## src/rtl/frog_hop_controller.sv

```systemverilog
`default_nettype none
// ============================================================================
//  Module   : frog_hop_controller
//  Purpose  : Frog movement FSM. One bounded grid hop per key press, a hop
//             animation window and a cooldown, all paced by frame_tick.
//  Revision : 1.0  initial release
// ============================================================================
module frog_hop_controller #(
  parameter int X_WIDTH         = 8,
  parameter int Y_WIDTH         = 8,
  parameter int X_MAX           = 152,
  parameter int Y_MAX           = 112,
  parameter int X_START         = 76,
  parameter int Y_START         = 112,
  parameter int STEP_X          = 8,
  parameter int STEP_Y          = 8,
  parameter int HOP_FRAMES      = 4,
  parameter int COOLDOWN_FRAMES = 2
) (
  input  logic               clk,
  input  logic               rst,
  input  logic               frame_tick,
  input  logic               respawn,
  input  logic               key_up,
  input  logic               key_down,
  input  logic               key_left,
  input  logic               key_right,
  output logic [X_WIDTH-1:0] frog_x,
  output logic [Y_WIDTH-1:0] frog_y,
  output logic               hopping,
  output logic               hop_done,
  output logic               at_goal
);

  localparam logic [1:0] IDLE     = 2'd0;
  localparam logic [1:0] HOP      = 2'd1;
  localparam logic [1:0] COOLDOWN = 2'd2;

  // Counter only needs to reach the larger of the two reload values.
  localparam int CNT_MAX = (HOP_FRAMES > COOLDOWN_FRAMES) ? HOP_FRAMES : COOLDOWN_FRAMES;
  localparam int CNT_W   = (CNT_MAX > 1) ? $clog2(CNT_MAX) : 1;

  localparam logic [CNT_W-1:0] HOP_LOAD  = CNT_W'(HOP_FRAMES - 1);
  localparam logic [CNT_W-1:0] COOL_LOAD = CNT_W'((COOLDOWN_FRAMES > 0) ? COOLDOWN_FRAMES - 1 : 0);
  localparam logic [CNT_W-1:0] CNT_ONE   = CNT_W'(1);

  localparam logic [X_WIDTH-1:0] X_START_V = X_WIDTH'(X_START);
  localparam logic [Y_WIDTH-1:0] Y_START_V = Y_WIDTH'(Y_START);
  localparam logic [X_WIDTH-1:0] STEP_X_N  = X_WIDTH'(STEP_X);
  localparam logic [Y_WIDTH-1:0] STEP_Y_N  = Y_WIDTH'(STEP_Y);

  // Bounds are compared one bit wider so that x+STEP cannot wrap.
  localparam logic [X_WIDTH:0] STEP_X_E = (X_WIDTH+1)'(STEP_X);
  localparam logic [Y_WIDTH:0] STEP_Y_E = (Y_WIDTH+1)'(STEP_Y);
  localparam logic [X_WIDTH:0] X_MAX_E  = (X_WIDTH+1)'(X_MAX);
  localparam logic [Y_WIDTH:0] Y_MAX_E  = (Y_WIDTH+1)'(Y_MAX);

  logic [1:0]       state;
  logic [CNT_W-1:0] cnt;
  logic             armed;

  logic             any_key;
  logic [X_WIDTH:0] x_ext, x_plus;
  logic [Y_WIDTH:0] y_ext, y_plus;
  logic             hop_ok;
  logic [X_WIDTH-1:0] tgt_x;
  logic [Y_WIDTH-1:0] tgt_y;

  assign any_key = key_up | key_down | key_left | key_right;
  assign x_ext   = {1'b0, frog_x};
  assign y_ext   = {1'b0, frog_y};
  assign x_plus  = x_ext + STEP_X_E;
  assign y_plus  = y_ext + STEP_Y_E;

  assign hopping = (state == HOP);
  assign at_goal = (frog_y == '0);

  // Select one direction by priority and work out whether that hop stays on the grid.
  always_comb begin
    hop_ok = 1'b0;
    tgt_x  = frog_x;
    tgt_y  = frog_y;
    if (key_up) begin
      hop_ok = (y_ext >= STEP_Y_E);
      tgt_y  = frog_y - STEP_Y_N;
    end else if (key_down) begin
      hop_ok = (y_plus <= Y_MAX_E);
      tgt_y  = y_plus[Y_WIDTH-1:0];
    end else if (key_left) begin
      hop_ok = (x_ext >= STEP_X_E);
      tgt_x  = frog_x - STEP_X_N;
    end else if (key_right) begin
      hop_ok = (x_plus <= X_MAX_E);
      tgt_x  = x_plus[X_WIDTH-1:0];
    end
  end

  // Movement FSM; respawn restores the reset picture and drops any hop in flight.
  always_ff @(posedge clk or posedge rst) begin
    if (rst) begin
      frog_x   <= X_START_V;
      frog_y   <= Y_START_V;
      state    <= IDLE;
      cnt      <= '0;
      armed    <= 1'b0;
      hop_done <= 1'b0;
    end else if (respawn) begin
      frog_x   <= X_START_V;
      frog_y   <= Y_START_V;
      state    <= IDLE;
      cnt      <= '0;
      armed    <= 1'b0;
      hop_done <= 1'b0;
    end else begin
      hop_done <= 1'b0;
      // A frame with every key released re-arms, so a held key only hops once.
      if (frame_tick && !any_key) begin
        armed <= 1'b1;
      end
      case (state)
        IDLE: begin
          if (frame_tick && armed && any_key) begin
            armed <= 1'b0;
            if (hop_ok) begin
              frog_x <= tgt_x;
              frog_y <= tgt_y;
              state  <= HOP;
              cnt    <= HOP_LOAD;
            end
          end
        end
        HOP: begin
          if (frame_tick) begin
            if (cnt != '0) begin
              cnt <= cnt - CNT_ONE;
            end else begin
              hop_done <= 1'b1;
              cnt      <= COOL_LOAD;
              state    <= (COOLDOWN_FRAMES == 0) ? IDLE : COOLDOWN;
            end
          end
        end
        COOLDOWN: begin
          if (frame_tick) begin
            if (cnt != '0) begin
              cnt <= cnt - CNT_ONE;
            end else begin
              state <= IDLE;
            end
          end
        end
        default: begin
          state <= IDLE;
          cnt   <= '0;
        end
      endcase
    end
  end

endmodule
`default_nettype wire

```

## config.mk

```make
export PLATFORM = sky130hd
export DESIGN_NAME = frog_hop_controller
export DESIGN_NICKNAME = d
export VERILOG_FILES = /design/src/rtl/frog_hop_controller.sv
export SDC_FILE = /design/constraint.sdc
export NUM_CORES = 1
export LEC_CHECK = 0
export CAP_MARGIN = 20
export CORE_UTILIZATION = 25
export DETAILED_ROUTE_END_ITERATION = 10
export GPL_ROUTABILITY_DRIVEN = 1
export PLACE_DENSITY = 0.46
export REMOVE_ABC_BUFFERS = 1
export SKIP_LAST_GASP = 1
export SYNTH_ARGS = -nofsm -noshare
export SYNTH_HDL_FRONTEND = slang
export SYNTH_SLANG_ARGS = --single-unit
```

## constraint.sdc

```tcl
create_clock -name clk -period 3.7 [get_ports clk]
set_input_delay 0.37 -clock clk [delete_from_list [all_inputs] [get_ports clk]]
set_output_delay 0.37 -clock clk [all_outputs]
set_load 0.05 [all_outputs]
```

==> results.sh <==
export IMPL_outcome="finished clean"
export IMPL_initial_utilization=0.262
export IMPL_die_w_um=78.3
export IMPL_powerDensity_nw_per_um2=458
export IMPL_cts_tree="yes"
export IMPL_postCtsHoldBufs=0
export IMPL_setup_worst_path_start_class="flop"
export IMPL_tns_ns=0
export IMPL_synth_edf_count=0
export IMPL_r2r_start="frog_x[3]"
export IMPL_p_sw_frac=0.452
export IMPL_path_clk_slew_ns=0.07
export IMPL_grt_pass1_vias=1301
export IMPL_p_leak_nw=0.683
export IMPL_initialDrtViolationCount=69
export IMPL_finClkSkew_ns=0.00110
export IMPL_post_synth_top_count_cell="nor2_1"
export IMPL_timing_hold_worst_class="in -> async"
export IMPL_ys_seq_elements=17
export IMPL_synth_top_cells_by_count="nor2_1, inv_1, dfrtp_1, nand2_1"
export IMPL_io_buffer_count=21
export IMPL_n_antenna_cell=0
export IMPL_drc_errors=0
export IMPL_ctsResizeCount=0
export IMPL_synth_top_area_cell="dfrtp_1"
export IMPL_drt_pass1_iter_count=4
export IMPL_wl_mm=3.52
export IMPL_fin_crit_sh=0.819
export IMPL_dp_hpwl_mm=2.58
export IMPL_synthToLayoutAreaGrowth_pct=18.9
export IMPL_cts_buffer_depth=2
export IMPL_yosysSeqAreaShare=0.298
export IMPL_cts_made_buffers=3
export IMPL_synthTopCellsByArea="dfrtp_1, dfstp_2, ha_1"
export IMPL_ant_nets=0
export IMPL_num_vias=1305
export IMPL_synthArstFlopShare=1.00
export IMPL_wl_per_cell_um=13.9
export IMPL_synth_xor_area_frac=0.0301
export IMPL_grt_use_total=0.123
export IMPL_slew_viol_final=0
export IMPL_rsz0062_at_grt="no"
export IMPL_peakVddDrop_mv=0.268
export IMPL_syn_cell_area_sq_um=1450
export IMPL_combPwrFrac=0.455
export IMPL_die_h_um=78.3
export IMPL_insertion_delay_ns=0.25
export IMPL_synth_top_family_by_area="compound AO/OA/AOI/OAI gates"
export IMPL_internal_power_w=0.000434
export IMPL_hold_viol=0
export IMPL_post_route_min_period_ns=3.03
export IMPL_cap_violations=0
export IMPL_finalSetupViolCount=0
export IMPL_nNetsFinal=199
export IMPL_synth_cells=167
export IMPL_synthAdderAreaFrac=0.0775
export IMPL_cts_sinks=17
export IMPL_worstPathMaxFanout=10
export IMPL_required_ns=3.84
export IMPL_max_clock_freq_mhz=330
export IMPL_path_class="reg -> reg"
export IMPL_antenna_found_initial=0
export IMPL_synth_top_area_frac=0.189
export IMPL_grt_max_degree=31
export IMPL_slew_headroom=0.526
export IMPL_worst_pin_slew_ns=0.710
export IMPL_synth_compound_area_frac=0.244
export IMPL_power_switching_w=0.000358
export IMPL_dieArea_sq_um=6120
export IMPL_final_layout_size_suffix_gt1_frac=0.122
export IMPL_synth_simple_area_share=0.212
export IMPL_yosysWarningCount=0
export IMPL_synth_top_flop_cell="dfrtp_1"
export IMPL_io_pins=27
export IMPL_core_area_sq_um=5540
export IMPL_root_buffer="clkbuf_8"
export IMPL_synth_avg_cell_area_sq_um=8.71
export IMPL_place_congestion=0.869
export IMPL_crit_start="frog_x[3]"
export IMPL_post_place_ws_ns=0.689
export IMPL_critPathCaptureType="flop"
export IMPL_crit_arrival_ns=3.17
export IMPL_htree_levels=1
export IMPL_yosysUniqueCellTypes=56
export IMPL_clkPwrFrac=0.185
export IMPL_vias_per_cell=5.16
export IMPL_synthMuxAreaShare=0.0387
export IMPL_p_seq_frac=0.360
export IMPL_grt_overflow_total=0
export IMPL_rows=27
export IMPL_post_cts_setup_buffers=0
export IMPL_grt_first_pass_wirelength_mm=6.09
export IMPL_setup_ws_ns=0.669
## sequential cells by signal, indices dropped and copies added (netlist names)
name,count
state,2
cnt,2
frog_x,6
armed,1
hop_done,1
frog_y,5
## path summary, 6_finish.rpt
check	endpoint	slack, ns	cells after the start
max reg2reg	frog_x[5]	0.67	7
max in group asynchronous	frog_y[3]	2.73	2
min	cnt[1]	0.52	2
min in group clk	cnt[1]	0.53	1
max	frog_x[5]	0.67	7
min reg2reg	cnt[1]	0.53	1
## power groups by stage
stage                     logic, W  clock network, W  registers [W]
final                     0.000360          0.000147       0.000285
after global routing      0.000393          0.000160       0.000293
after CTS                 0.000362          0.000154       0.000285
after detailed placement  0.000361                 0       0.000288
after global placement    0.000358                 0       0.000285
after floorplan           0.000185                 0       0.000351
## cell families after synthesis
| kind of cell | count (synthesis) |
|---|---|
| simple gates | 57 |
| xor+xnor | 5 |
| compound gates | 44 |
| fa+ha+maj | 9 |
| flops | 17 |
| mux | 5 |
| buf+inv | 29 |
| other cells | 1 |
## routing by layer
layer	GRT usage	vias up	part of all wire
li1	-	640	-
met1	0.160	641	0.47
met2	0.213	20	0.51
met3	0.0140	4	0.019
met4	0.0370	0	0.0071
met5	0	-	0
## cell type report
type                       instances  area, sq um
sequential                        17          433
tap                               72         90.1
clock buffer                       3         41.3
timing repair buffer              22          218
clock inverter                     1         5.00
inverter                          13         48.8
multi-input combinational        125          893
fill                             614         3810
## worst max-delay path, cell delays in order (launching register included)
cell      delay [ns]
dfstp_2         0.60
inv_1           0.12
ha_1            0.32
or3b_1          0.35
a221o_1         0.37
o311ai_1        0.35
a41oi_2         0.37
a221o_1         0.44
## stage by stage
| stage | hold slack [ns] | std cells | power, W | util | instance area (sq um) |
|---|---|---|---|---|---|
| floorplan | 0.292 | 155 | 0.000536 | - | 1380 |
| global placement | 0.511 | 249 | 0.000643 | 0.304 | 1680 |
| detailed placement | 0.528 | 249 | 0.000649 | 0.304 | 1680 |
| CTS | 0.546 | 253 | 0.000801 | 0.312 | 1730 |
| global route | 0.554 | 253 | 0.000846 | 0.312 | 1730 |
| finish | 0.525 | 253 | 0.000792 | 0.312 | 1730 |
## cells in the final DEF, fill, tap and decap left out, types with 4 or more instances in the layout
cell,instances
nor2_1,14
a21oi_1,9
ha_1,9
nor4_1,4
clkdlybuf4s50_1,21
nand2_1,11
inv_1,13
conb_1,5
o311ai_1,4
dfrtp_1,11
dfstp_2,6
nor3_1,6
(Power assumes the default switching activity.)
